===== config.mk =====
export PLATFORM = sky130hd
export DESIGN_NAME = uart_transmitter_flat
export DESIGN_NICKNAME = d
export VERILOG_FILES = /design/src/rtl/uart_pkg.sv /design/src/rtl/uart_transmitter_if.sv /design/src/rtl/uart_baud_counter.sv /design/src/rtl/uart_transmitter.sv /design/src/flat_wrapper.sv
export SDC_FILE = /design/constraint.sdc
export NUM_CORES = 1
export LEC_CHECK = 0
export ABC_CLOCK_PERIOD_IN_PS = 2300
export BUFFER_PORTS_ARGS = -buffer_cell sky130_fd_sc_hd__buf_4
export CELL_PAD_IN_SITES_DETAIL_PLACEMENT = 2
export CELL_PAD_IN_SITES_GLOBAL_PLACEMENT = 2
export CORE_ASPECT_RATIO = 1.1
export CORE_UTILIZATION = 35
export DETAILED_ROUTE_END_ITERATION = 8
export HOLD_SLACK_MARGIN = 0.03
export PLACE_DENSITY_LB_ADDON = 0.1
export SYNTH_ARGS = -nofsm -noshare
export SYNTH_HDL_FRONTEND = slang
export SYNTH_SLANG_ARGS = --single-unit
export TNS_END_PERCENT = 1

===== constraint.sdc =====
create_clock -name clk -period 2.3 [get_ports clk]
set_input_delay 0.23 -clock clk [delete_from_list [all_inputs] [get_ports clk]]
set_output_delay 0.23 -clock clk [all_outputs]
set_load 0.05 [all_outputs]

===== src/rtl/uart_pkg.sv =====
// Shared UART definitions: line-state encodings, frame constants and the
// bit-period derivation used by both the transmitter and the receiver.
package uart_pkg;

    typedef enum logic [1:0] {
        ST_IDLE  = 2'd0,
        ST_START = 2'd1,
        ST_DATA  = 2'd2,
        ST_STOP  = 2'd3
    } uart_state_e;

    localparam int DATA_BITS  = 8;
    localparam int FRAME_BITS = 10;

    // Clock cycles per bit, truncated toward zero.
    function automatic int bit_period(input int clock_freq, input int baud_rate);
        return clock_freq / baud_rate;
    endfunction

endpackage


===== src/rtl/uart_transmitter_if.sv =====
// Byte handshake between the memory controller (master) and the UART
// transmitter (slave).
interface uart_transmitter_if;
    logic [7:0] data_in;
    logic       data_in_valid;
    logic       data_in_ready;

    modport master (output data_in, output data_in_valid, input data_in_ready);
    modport slave  (input data_in, input data_in_valid, output data_in_ready);
endinterface


===== src/rtl/uart_baud_counter.sv =====
// Bit-period timer: counts 0..N-1 and pulses bit_done_o on the last cycle
// of every bit period. Shared by transmitter and receiver.
module uart_baud_counter #(
    parameter int N = 1085
) (
    input  logic clk,
    input  logic reset,
    input  logic clear_i,
    input  logic enable_i,
    output logic bit_done_o
);
    localparam int              CW   = (N > 1) ? $clog2(N) : 1;
    localparam logic [CW-1:0]   LAST = CW'(N - 1);

    logic [CW-1:0] count_q, count_d;

    always_comb begin
        count_d = count_q;
        if (clear_i) begin
            count_d = '0;
        end else if (enable_i) begin
            count_d = (count_q == LAST) ? '0 : count_q + 1'b1;
        end
    end

    always_ff @(posedge clk) begin
        if (reset) begin
            count_q <= '0;
        end else begin
            count_q <= count_d;
        end
    end

    assign bit_done_o = enable_i && !clear_i && (count_q == LAST);

endmodule


===== src/rtl/uart_transmitter.sv =====
// 8N1 UART transmitter: accepts one byte per handshake while idle and
// serialises it start bit first, data LSB first, then one stop bit.
//
// state    | meaning
// ---------+-------------------------------------------------
// ST_IDLE  | line high, ready for a byte
// ST_START | driving the start bit (0) for one bit period
// ST_DATA  | driving shift_q[0], bit_idx_q selects data bit 0..7
// ST_STOP  | driving the stop bit (1) for one bit period
module uart_transmitter
    import uart_pkg::*;
#(
    parameter int CLOCK_FREQ = 125_000_000,
    parameter int BAUD_RATE  = 115_200
) (
    input  logic                 clk,
    input  logic                 reset,
    uart_transmitter_if.slave    bus,
    output logic                 serial_out
);
    localparam int N = bit_period(CLOCK_FREQ, BAUD_RATE);

    generate
        if (N < 2) begin : g_bad_period
            $error("uart_transmitter: bit period must be at least 2 clock cycles");
        end
    endgenerate

    uart_state_e state_q, state_d;
    logic [7:0]  shift_q, shift_d;
    logic [2:0]  bit_idx_q, bit_idx_d;
    logic        serial_q, serial_d;
    logic        bit_done;

    // Held cleared while idle so the first bit period starts at count 0.
    uart_baud_counter #(.N(N)) u_baud (
        .clk        (clk),
        .reset      (reset),
        .clear_i    (state_q == ST_IDLE),
        .enable_i   (1'b1),
        .bit_done_o (bit_done)
    );

    always_comb begin
        state_d   = state_q;
        shift_d   = shift_q;
        bit_idx_d = bit_idx_q;
        case (state_q)
            ST_IDLE: begin
                if (bus.data_in_valid) begin
                    shift_d   = bus.data_in;
                    bit_idx_d = '0;
                    state_d   = ST_START;
                end
            end
            ST_START: begin
                if (bit_done) begin
                    bit_idx_d = '0;
                    state_d   = ST_DATA;
                end
            end
            ST_DATA: begin
                if (bit_done) begin
                    shift_d   = {1'b0, shift_q[7:1]};
                    bit_idx_d = bit_idx_q + 1'b1;
                    if (bit_idx_q == 3'(DATA_BITS - 1)) begin
                        state_d = ST_STOP;
                    end
                end
            end
            ST_STOP: begin
                if (bit_done) begin
                    state_d = ST_IDLE;
                end
            end
            default: state_d = ST_IDLE;
        endcase

        // Line level follows the next state so serial_out changes on the same edge.
        case (state_d)
            ST_START: serial_d = 1'b0;
            ST_DATA:  serial_d = shift_d[0];
            default:  serial_d = 1'b1;
        endcase
    end

    always_ff @(posedge clk) begin
        if (reset) begin
            state_q   <= ST_IDLE;
            shift_q   <= '0;
            bit_idx_q <= '0;
            serial_q  <= 1'b1;
        end else begin
            state_q   <= state_d;
            shift_q   <= shift_d;
            bit_idx_q <= bit_idx_d;
            serial_q  <= serial_d;
        end
    end

    assign bus.data_in_ready = (state_q == ST_IDLE);
    assign serial_out        = serial_q;

endmodule

===== src/flat_wrapper.sv =====
// flat-port wrapper written by rule: the top's interface ports become plain ports
module uart_transmitter_flat import uart_pkg::*;
#(
    parameter int CLOCK_FREQ = 125_000_000,
    parameter int BAUD_RATE  = 115_200
)
  (clk, reset, serial_out, bus_data_in, bus_data_in_valid, bus_data_in_ready);
  uart_transmitter_if bus_i ();
  input  logic clk;
  input  logic reset;
  output logic serial_out;
  input wire logic [$bits(bus_i.data_in)-1:0] bus_data_in;
  input wire logic [$bits(bus_i.data_in_valid)-1:0] bus_data_in_valid;
  output wire logic [$bits(bus_i.data_in_ready)-1:0] bus_data_in_ready;
  assign bus_i.data_in = bus_data_in;
  assign bus_i.data_in_valid = bus_data_in_valid;
  assign bus_data_in_ready = bus_i.data_in_ready;
  uart_transmitter #(.CLOCK_FREQ(CLOCK_FREQ), .BAUD_RATE(BAUD_RATE)) u_core (.clk(clk), .reset(reset), .bus(bus_i), .serial_out(serial_out));
endmodule

After elaboration in Yosys (flattened, before gate mapping)

Index checks and enable logic that the tools add are counted.

Bits in registers: 25
Input bits: 11
Output and inout bits: 2
Word-level logic and storage cells: 40

$add $sub $neg: 2
Eq/ne operators: 10
Multiplexer cells: 14
Reductions and logical operators: 8

Operator list:

| cell                                                                    | count |
|---|---|
| 8-bit 2-to-1 mux                                                        | 2 |
| 8-bit case mux with 2 select lines                                      | 1 |
| 11-bit by 1-bit adder with 11-bit output, second input constant         | 1 |
| 11-bit == test, second input constant                                   | 1 |
| 2-bit 2-to-1 mux                                                        | 5 |
| 3-bit 2-to-1 mux                                                        | 3 |
| 3-bit case mux with 3 select lines                                      | 1 |
| 2-bit case mux with 4 select lines                                      | 1 |
| 2-bit == test, second input constant                                    | 3 |
| 2-bit by 1-bit == test with 1-bit output, second input constant         | 2 |
| 2-bit by 1-bit inequality test with 1-bit output, second input constant | 2 |
| 4-bit AND reduction                                                     | 1 |
| 3-bit by 1-bit adder with 3-bit output, second input constant           | 1 |
| 3-bit == test, second input constant                                    | 1 |
| 3-bit AND reduction                                                     | 1 |
| 3-bit nonzero test                                                      | 1 |
| 3-bit OR reduction                                                      | 1 |
| 2-bit logical NOT                                                       | 1 |
| 2-bit inequality test, second input constant                            | 1 |
| 1-bit case mux with 2 select lines                                      | 1 |
| 2-bit nonzero test                                                      | 1 |
| 1-bit logical AND                                                       | 1 |
| 1-bit logical NOT                                                       | 1 |

Logic depth before layout (Yosys ltp)

Gate-level depths: netlist of run 1.

Word-level depth: 7
Gate-level depth with buffers: 8

Modules after synthesis

A second synthesis of run 1 with hierarchy kept.

Cells, all modules: 148
Area, all modules: 1338.8 sq um

Modules (own cells, without submodules):

| module            | times used | cells each | area an instance (sq um) | sequential area each (sq um) |
|---|---|---|---|---|
| uart_transmitter  | 1          | 79         | 738.2                    | 280.3 |
| uart_baud_counter | 1          | 69         | 600.6                    | 220.2 |

Worst setup path before layout of run 1

No wires, ideal clock.

Path type: register to register
Start point: reg u_core.u_baud.count_q[0]
End point: reg u_core.shift_q[7]
Library setup time: 71 ps
Arrival time: 1686 ps
Path slack: 543 ps
Cell stages (with the launch flop): 9
Clock period less this slack: 1757 ps
Path through: dfxtp_1 -> inv_1 -> ha_1 -> nor4bb_4 -> and3_1 -> buf_6 -> nor3b_4 -> or3b_1 -> a21oi_1

Longest elaborated chain between the ends: 4

RTL lines:

| element                                                           | line                    | source |
|---|---|---|
| from (decl)                                                       | uart_baud_counter.sv:15 | `logic [CW-1:0] count_q, count_d;` |
| from (signal assigned)                                            | uart_baud_counter.sv:30 | `count_q <= count_d;` |
| 11-bit == test                                                    | uart_baud_counter.sv:34 | `assign bit_done_o = enable_i && !clear_i && (count_q == LAST);` |
| 1-bit logical AND                                                 | uart_baud_counter.sv:34 |  |
| 2-bit by 1-bit inequality test with 1-bit output (no source line) | -                       |  |
| 3-bit AND reduction (no source line)                              | -                       |  |
| to (signal assigned)                                              | uart_transmitter.sv:95  | `shift_q <= shift_d;` |
| to (decl)                                                         | uart_transmitter.sv:30  | `logic [7:0] shift_q, shift_d;` |

No other way between the ends.
A chain may end at the register's enable or synchronous reset.

Final worst setup path of run 1

Start point: reg u_core.u_baud.count_q[0]
End point: reg u_core.shift_q[3]

Same word-level chain as after synthesis.

==> summary.txt, run 1 <==
Status -> complete, but fails checks
Violated checks -> DRC
CTS resizes -> 0
Crit path DAT -> 2.17 ns
Routed WL -> 2550 um
Leakage -> 0.455 nW
Nets -> 151
Slew Viols, Final -> 0
GRT Total Usage -> 16.8%
Clk sink count -> 25
Critical-path top delay cell -> dfxtp_1
Min-delay worst type -> in2reg
Placed inst area -> 0.00126 mm2
Die width -> 56.9 um
Design area -> 0.00129 mm2
Core area -> 0.00310 mm2
DR vias -> 931
Hold wc startpoint -> bus_data_in[7]
Crit path launch type -> register
Final hold vios -> 0
WP data required -> 2.57 ns
FF-to-FF Start -> u_core.u_baud.count_q[0]
ANT nets after route -> 0
Cell Area, Synth -> 0.00116 mm2
DR vias/cell -> 5.51
CTS Hold Bufs -> 0
TritonCTS Buffers -> 3
CP Cell Sequence -> inv_1 > ha_1 > nor4bb_4 > and3_1 > nor3b_4 > a22oi_1 > o2bb2ai_1
TritonCTS clock tree -> built
Cell count after synthesis -> 125
Routability Congestion -> 0.749
Share of cells above drive strength 1 -> 14.8%
Hold slack -> 0.138 ns
Register area share after synthesis -> 43.1%
Worst-path clk slew -> 0.15 ns
N_diodes -> 0
CP max stage delay -> 0.37 ns
Final min period -> 1.90 ns
Area grow syn2layout -> 11.2%
DRC -> 4
Storage element area -> 500 um2
H-tree depth -> 1
Worst clock skew -> 0.00901 ns
Post-CTS Setup Inserts -> 0
Maxcap violations -> 0
IO buf count -> 12
Number of global-route vias before repair -> 1,012
F_max -> 526 MHz
Yosys cell types -> 39
Starting Density -> 37.4%
Multi-input gate area -> 612 um2
CP Launch Point -> u_core.u_baud.count_q[0]
Post-Syn Nets -> 140
Clock latency on the worst-skew pair -> 0.33 ns
Post-synth EDFFs -> 0
DR pass1 iterations -> 5
Pin count of the biggest net entering global routing -> 17
Main flop type after synthesis -> dfxtp_1
Area of the die -> 0.00355 mm2
I/O Pins -> 13
Gr ovfl total -> 0
Initial antenna violation count -> 0
Post-synthesis register bit count -> 25
Fillers -> 372
# rows -> 21
Setup TNS -> 0 ns
PwrDens -> 568 mW/mm2
Synthesis Warnings -> 0
Critical path peak fanout -> 7
RSZ-0062 raised after global routing -> false
WL/cell -> 15.1 um
Peak supply drop -> 0.000189 V
HPWL Detailed -> 1920 um
Drt first-iter violations -> 39
Final core occ -> 41.6%
Bufs on Longest Clock Path -> 2
Crit end category -> register
Kind of critical path -> reg2reg
Syn Area/Cell -> 9.28 um2
Final setup violating endpoints -> 0
Clock root cell -> clkbuf_4
First-pass GRT wire length -> 4710 um
Rel. slew slack -> 71.3%
Fin crit share -> 82.7%
FFs w/ async S/R, synth -> 0%
Die height -> 62.4 um
Slew @ Worst Pin -> 0.429 ns
[power breakdown]
part,switching [mW],internal [mW]
combinational,0.0392,0.0317
sequential,0.0108,0.446
clock,0.138,0.0665
[worst max-delay path, delay by kind of cell (launching register included)]
family	cells	cell delay, ns
adders and majority gates	1	0.14
and+or+nand+nor	3	0.95
buffers and inverters	1	0.07
DFF	1	0.37
AOI/OAI and AO/OA	2	0.30
[worst paths after layout]
| check | to | cells past startpoint | slack [ns] |
|---|---|---|---|
| max | u_core.shift_q[3] | 7 | 0.40 |
| min | u_core.shift_q[7] | 3 | 0.14 |
| max reg2reg | u_core.shift_q[3] | 7 | 0.40 |
| min reg2reg | u_core.shift_q[2] | 1 | 0.49 |
[state kept, by name, summed over array words and instances, names as in the netlist]
register and count:
u_core.u_baud.count_q 11, u_core.shift_q 8, u_core.bit_idx_q 3, u_core.state_q 2, u_core.serial_out 1
[through the flow]
step	power (mW)	std cells	setup WS, ns
after detailed placement	0.538	165	0.383
after global placement	0.536	165	0.497
after floorplan	0.509	125	0.543
after global routing	0.777	169	0.169
after CTS	0.745	169	0.351
final	0.732	169	0.399
[per-layer routing]
metal | track usage (%) | wire (um) | vias to the layer above
met5 | 0 | 0 | -
met4 | 5.49 | 34 | 0
met3 | 3.11 | 67 | 4
met2 | 29.1 | 1250 | 10
met1 | 20.8 | 1200 | 450
li1 | - | - | 467
[synthesized netlist by cell type, drive strengths merged (2+ instances only)]
library cell	n	area share (%)
xnor2	4	3.0
o2bb2ai	6	4.5
nand2	6	1.9
nor3b	2	2.3
nand3	8	3.5
ha	4	4.3
xor2	4	3.0
clkbuf	4	1.4
buf	2	1.4
nor2	19	6.1
a22oi	6	3.9
a21oi	5	2.2
nand4	2	1.1
a32oi	2	1.5
dfxtp	25	43
inv	4	1.3
or3	2	1.1
and3	2	1.1
[placed cells by master, fill, tap and decap left out, drive strengths merged, types with 3 or more instances in the layout]
| cell type | count |
|---|---|
| xor2 | 4 |
| nand3 | 8 |
| ha | 4 |
| a22oi | 6 |
| xnor2 | 4 |
| o2bb2ai | 6 |
| nand2 | 6 |
| nor2 | 19 |
| dfxtp | 25 |
| a21oi | 5 |
| inv | 4 |
| buf | 12 |
| clkbuf | 3 |
[cell families (layout without fill, tap and decap cells)]
family | Yosys count | count (layout) | share of synthesized area (%)
flip-flops | 25 | 25 | 43.1
multiplexers | 1 | 1 | 0.863
buffers and inverters | 10 | 20 | 4.10
AO/OA/AOI/OAI | 28 | 28 | 18.0
XOR/XNOR | 8 | 8 | 6.04
adder cells (fa/ha/maj) | 4 | 4 | 4.32
AND/OR/NAND/NOR | 49 | 49 | 23.5
[cell type report]
class | instances | area share (%)
multi-input combinational | 90 | 47.4
clock inverter | 1 | 0.582
tap | 34 | 3.30
sequential | 25 | 38.8
clock buffer | 3 | 1.75
inverter | 4 | 1.16
timing repair buffer | 12 | 6.98
Power figures use the tool's default switching activity.
==> run 2, diff against run 1 <==
--- a/config.mk
+++ b/config.mk
@@ -5,12 +5,13 @@
 export SDC_FILE = /design/constraint.sdc
 export NUM_CORES = 1
 export LEC_CHECK = 0
-export ABC_CLOCK_PERIOD_IN_PS = 2300
+export ABC_AREA = 1
+export ABC_CLOCK_PERIOD_IN_PS = 1950
 export BUFFER_PORTS_ARGS = -buffer_cell sky130_fd_sc_hd__buf_4
 export CELL_PAD_IN_SITES_DETAIL_PLACEMENT = 2
 export CELL_PAD_IN_SITES_GLOBAL_PLACEMENT = 2
 export CORE_ASPECT_RATIO = 1.1
-export CORE_UTILIZATION = 35
+export CORE_UTILIZATION = 32
 export DETAILED_ROUTE_END_ITERATION = 8
 export HOLD_SLACK_MARGIN = 0.03
 export PLACE_DENSITY_LB_ADDON = 0.1
==> constraint.sdc (replaced) <==
create_clock -name clk -period 1.95 [get_ports clk]
set_input_delay 0.195 -clock clk [delete_from_list [all_inputs] [get_ports clk]]
set_output_delay 0.195 -clock clk [all_outputs]
set_load 0.05 [all_outputs]
==> summary.txt, run 2 <==
Slew @ Worst Pin -> 0.275 ns
Final hold vios -> 0
Area of the die -> 0.00407 mm2
Met2 Resource Use GR -> 32.0%
RSZ-0062 raised after global routing -> false
Met3 usage in global routing -> 3.50%
Met1 Use GR -> 19.7%
Worst Path Buf+Inv -> 2
Number of flip-flops in the largest register -> 11
HPWL Detailed -> 2390 um
Most frequent cells after synthesis -> nand2_1, dfxtp_1, nor2_1
Placed instance count -> 225
Setup TNS -> 0 ns
Storage element area -> 500 um2
Synthesis Warnings -> 0
Cell count after synthesis -> 164
CP max stage delay -> 0.35 ns
I/O Pins -> 13
Final setup violating endpoints -> 0
DRC -> 0
Leakage -> 0.622 nW
WL/cell -> 13.3 um
WP data required -> 2.13 ns
Pin count of the biggest net entering global routing -> 16
DR vias -> 1,065
Kind of critical path -> reg2reg
CTS resizes -> 0
Fillers -> 456
Bufs on Longest Clock Path -> 2
Largest area contributor in the netlist -> dfxtp_1
Commonest non-fill, non-tap cell in the layout -> nand2_1
# rows -> 23
FFs w/ async S/R, synth -> 0%
First-pass GRT wire length -> 5120 um
DR vias/cell -> 4.65
Post-Syn Nets -> 179
Share of cells above drive strength 1 -> 18.4%
Core area -> 0.00365 mm2
Crit path launch type -> register
Crit path DAT -> 1.73 ns
Number of global-route vias before repair -> 1,159
H-tree depth -> 1
Multi-input gate area -> 629 um2
Clock latency on the worst-skew pair -> 0.28 ns
Post-CTS Setup Inserts -> 0
Slew Viols, Final -> 0
Routability Congestion -> 0.719
Final min period -> 1.55 ns
Non-Filler Instances -> 229
Critical-path top delay cell -> dfxtp_1
Area grow syn2layout -> 16.2%
Nets -> 195
Register area share after synthesis -> 41.0%
Min-delay worst type -> in2reg
Most Crowded Layer GR -> met2
Most frequent cells in the layout -> nand2_1, dfxtp_1, nor2_1
Worst clock skew -> 0.00754 ns
F_max -> 644 MHz
Routed WL -> 3040 um
Post-synth EDFFs -> 0
Crit end category -> register
Peak supply drop -> 0.000217 V
ANT nets after route -> 0
Die height -> 66.8 um
Largest regs -> u_core.u_baud.count_q x11, u_core.shift_q x8, u_core.bit_idx_q x3
CP Cell Sequence -> inv_1 > ha_1 > nand2_1 > inv_1 > nand3_2 > nor2_8 > nand3_2 > a21oi_2 > nand2_1 > nand2_1 > nand2_1
Initial antenna violation count -> 0
Gr ovfl total -> 0
Critical path peak fanout -> 5
Cell Area, Synth -> 0.00122 mm2
TritonCTS clock tree -> built
Syn Area/Cell -> 7.45 um2
Post-synthesis register bit count -> 25
DR pass1 iterations -> 2
Die width -> 60.9 um
Top delay family on crit path -> simple AND/OR/NAND/NOR gates
Status -> completed
Synth area leaders -> dfxtp_1, nand2_1, nor2_1, inv_1, ha_1
PwrDens -> 676 mW/mm2
Post-synth top area share -> 41.0%
N_diodes -> 0
Clock root cell -> clkbuf_8
Fin crit share -> 79.7%
Worst-path clk slew -> 0.10 ns
TritonCTS Buffers -> 3
Starting Density -> 33.4%
Most instantiated library cell after synthesis -> nand2_1
Main flop type after synthesis -> dfxtp_1
Clk sink count -> 25
IO buf count -> 12
CTS Hold Bufs -> 0
Rel. slew slack -> 81.6%
Register bank with the most flops -> u_core.u_baud.count_q
Yosys cell types -> 26
Maxcap violations -> 0
Most frequent CP cell -> nand2_1
GRT Total Usage -> 17.5%
Drt first-iter violations -> 24
run 2: cell count changes in the layout (fill, tap and decap cells not counted), moves of 4 or more:
cell / delta
nand2_1: +39
xnor2_1: -4
o2bb2ai_1: -6
a22oi_1: -6
nand3_2: +4
a31oi_1: +7
inv_1: +15
run 2: cell families after synthesis:
family	count (synthesis)	synth area share (%)
AND/OR/NAND/NOR	88	35.9
flip-flops	25	41.0
buffers and inverters	24	7.48
AO/OA/AOI/OAI	20	9.43
adder cells (fa/ha/maj)	4	4.10
XOR/XNOR	3	2.15
run 2: worst paths after layout:
check,startpoint,to,slack (ns),depth (start not counted)
worst min register to register,u_core.u_baud.count_q[0],u_core.u_baud.count_q[0],0.48,1
worst min-delay path,reset,u_core.shift_q[4],0.14,2
worst max-delay path,u_core.u_baud.count_q[0],u_core.serial_out,0.40,11
worst max register to register,u_core.u_baud.count_q[0],u_core.serial_out,0.40,11
run 2: cell type report:
type                            instances  area share (%)
Multi-Input combinational cell        115            44.4
Sequential cell                        25            35.3
Timing Repair Buffer                   12            6.35
Inverter                               23            6.17
Tap cell                               50            4.41
Clock buffer                            3            2.91
Clock inverter                          1           0.529
run 2: layer usage:
metal  vias to the layer above  part of all wire (%)
li1                        547                     -
met1                       501                    44
met2                        12                    52
met3                         5                   2.7
met4                         0                   1.5
met5                         -                     0
run 2: worst reg2reg max path, cell delays in order (launching register included):
cell,delay (ns)
dfxtp_1,0.35
inv_1,0.07
ha_1,0.14
nand2_1,0.08
inv_1,0.09
nand3_2,0.11
nor2_8,0.15
nand3_2,0.08
a21oi_2,0.18
nand2_1,0.09
nand2_1,0.07
nand2_1,0.04
run 2: metrics by stage:
| step | hold WS (ns) | total power [mW] | instance area [um2] | setup slack (ns) | utilization, % |
|---|---|---|---|---|---|
| 3_3_place_gp | 0.441 | 0.644 | 1370 | 0.539 | 37.5 |
| 6_report | 0.144 | 0.959 | 1420 | 0.397 | 38.8 |
| 2_1_floorplan | 0.344 | 0.611 | 1220 | 0.575 | - |
| 4_1_cts | 0.138 | 0.980 | 1420 | 0.380 | 38.8 |
| 3_5_place_dp | 0.445 | 0.650 | 1370 | 0.407 | 37.5 |
| 5_1_grt | 0.142 | 1.02 | 1420 | 0.237 | 38.8 |
run 2: power breakdown:
group / internal, mW / total, mW / switching (mW)
clock network: 0.145 / 0.324 / 0.178
registers: 0.528 / 0.541 / 0.0124
logic: 0.0374 / 0.0952 / 0.0579
==> run 3, diff against run 2 <==
--- a/config.mk
+++ b/config.mk
@@ -6,12 +6,12 @@
 export NUM_CORES = 1
 export LEC_CHECK = 0
 export ABC_AREA = 1
-export ABC_CLOCK_PERIOD_IN_PS = 1950
+export ABC_CLOCK_PERIOD_IN_PS = 1300
 export BUFFER_PORTS_ARGS = -buffer_cell sky130_fd_sc_hd__buf_4
 export CELL_PAD_IN_SITES_DETAIL_PLACEMENT = 2
 export CELL_PAD_IN_SITES_GLOBAL_PLACEMENT = 2
 export CORE_ASPECT_RATIO = 1.1
-export CORE_UTILIZATION = 32
+export CORE_UTILIZATION = 29
 export DETAILED_ROUTE_END_ITERATION = 8
 export HOLD_SLACK_MARGIN = 0.03
 export PLACE_DENSITY_LB_ADDON = 0.1
==> constraint.sdc (replaced) <==
create_clock -name clk -period 1.3 [get_ports clk]
set_input_delay 0.13 -clock clk [delete_from_list [all_inputs] [get_ports clk]]
set_output_delay 0.13 -clock clk [all_outputs]
set_load 0.05 [all_outputs]
==> summary.txt, run 3 (synthesis results as in run 2) <==
Status -> complete, but fails checks
Violated checks -> setup timing
Fin crit share -> 108%
Gr ovfl total -> 0
Core area -> 0.00399 mm2
N_diodes -> 0
RSZ-0062 raised after global routing -> true
Nets -> 210
Slew Viols, Final -> 0
Clock power frac -> 32.1%
Clock root cell -> clkbuf_8
Area grow syn2layout -> 33.8%
Commonest non-fill, non-tap cell in the layout -> nand2_1
ANT nets after route -> 0
Number of global-route vias before repair -> 1,302
H-tree depth -> 1
Die height -> 70.1 um
Final min period -> 1.41 ns
Final hold vios -> 0
Initial antenna violation count -> 0
GRT Total Usage -> 16.4%
Routed WL -> 3310 um
IO buf count -> 12
Internal power -> 1.08 mW
Clock latency on the worst-skew pair -> 0.27 ns
Worst clock skew -> 0.00436 ns
First-pass GRT wire length -> 5740 um
Largest regs -> u_core.u_baud.count_q x11, u_core.shift_q x8, u_core.bit_idx_q x3
Total power -> 1.45 mW
DRC -> 0
Register bank with the most flops -> u_core.u_baud.count_q
WP data required -> 1.47 ns
Clk sink count -> 25
Sw Ratio -> 25.6%
Peak supply drop -> 0.000307 V
WL/cell -> 13.5 um
# rows -> 24
Routability Congestion -> 0.707
Rel. slew slack -> 80.1%
Most frequent cells in the layout -> nand2_1, buf_4, dfxtp_1
Crit path DAT -> 1.58 ns
DR vias -> 1,147
DR vias/cell -> 4.66
TritonCTS Buffers -> 3
Crit path launch type -> register
Final core occ -> 40.9%
Critical path peak fanout -> 5
Min-delay worst type -> in2reg
Net switching power figure -> 371 uW
Leakage -> 0.718 nW
Hold slack -> 0.0934 ns
Part of the power in registers -> 55.9%
Crit end category -> register
Fillers -> 465
Share of cells above drive strength 1 -> 38.7%
Post-route setup slack -> -0.109 ns
Drt first-iter violations -> 35
Maxcap violations -> 0
TritonCTS clock tree -> built
Combinational Power Share -> 12.0%
Bufs on Longest Clock Path -> 2
DR pass1 iterations -> 4
Starting Density -> 30.6%
Die width -> 63.9 um
Number of flip-flops in the largest register -> 11
Slew @ Worst Pin -> 0.296 ns
Final setup violating endpoints -> 14
F_max -> 710 MHz
PwrDens -> 888 mW/mm2
Kind of critical path -> reg2reg
Area of the die -> 0.00447 mm2
I/O Pins -> 13
HPWL Detailed -> 2520 um
Worst-path clk slew -> 0.09 ns
Pin count of the biggest net entering global routing -> 15
[run 3: per-layer routing]
layer,routed length (um),global-route usage (%),vias up
met4,35,5.30,0
met1,1370,17.6,548
met3,84,2.78,4
met5,0,0,-
met2,1820,31.4,14
li1,-,-,581
[run 3: path summary, 6_finish.rpt]
kind | from | to | slack, ns | depth (start not counted)
setup / recovery | u_core.u_baud.count_q[2] | u_core.serial_out | -0.11 | 9
setup reg to reg | u_core.u_baud.count_q[2] | u_core.serial_out | -0.11 | 9
hold reg to reg | u_core.shift_q[7] | u_core.shift_q[7] | 0.47 | 2
hold / removal | reset | u_core.shift_q[4] | 0.09 | 2
[run 3: through the flow]
| step | cells | worst slack [ns] | setup TNS [ns] | area (um2) |
|---|---|---|---|---|
| final | 246 | -0.109 | -0.838 | 1630 |
| after global routing | 246 | -0.223 | -3.22 | 1630 |
| after CTS | 246 | -0.127 | -1.14 | 1620 |
| after detailed placement | 240 | -0.142 | -1.24 | 1480 |
| after global placement | 240 | -0.0615 | -0.160 | 1480 |
| after floorplan | 164 | 0.00199 | 0 | 1230 |
[run 3: area by class of cell]
type,instances,area [um2],share of cell area [%]
Tap cell,52,65.1,3.98
Inverter,23,93.8,5.74
Timing Repair Buffer,27,203,12.4
Clock buffer,3,41.3,2.53
Clock inverter,1,5.00,0.306
Sequential cell,25,505,30.9
Multi-Input combinational cell,115,721,44.1
[run 3: what timing repair did]
item / CTS / global route
hold buffers: 0 / 0
resized for setup: 23 / 7
pin swaps: 9 / 3
endpoints found under the setup margin: 23 / 24
buffers inserted: 2 / 0
[run 3: worst max-delay path, cell delays in order, from the launching register on]
cell	delay [ns]
dfxtp_1	0.37
nand2_1	0.11
nor2_4	0.17
inv_2	0.08
nor2_8	0.16
nand3_2	0.10
a21oi_2	0.14
nand2_1	0.07
nand2_1	0.06
nand2_1	0.04
[run 3: power groups by stage]
stage | Clock [mW] | Sequential, mW | Combinational (mW)
CTS | 0.504 | 0.812 | 0.175
detailed placement | 0 | 0.828 | 0.157
global route | 0.528 | 0.815 | 0.194
global placement | 0 | 0.826 | 0.148
floorplan | 0 | 0.832 | 0.0864
finish | 0.466 | 0.811 | 0.174
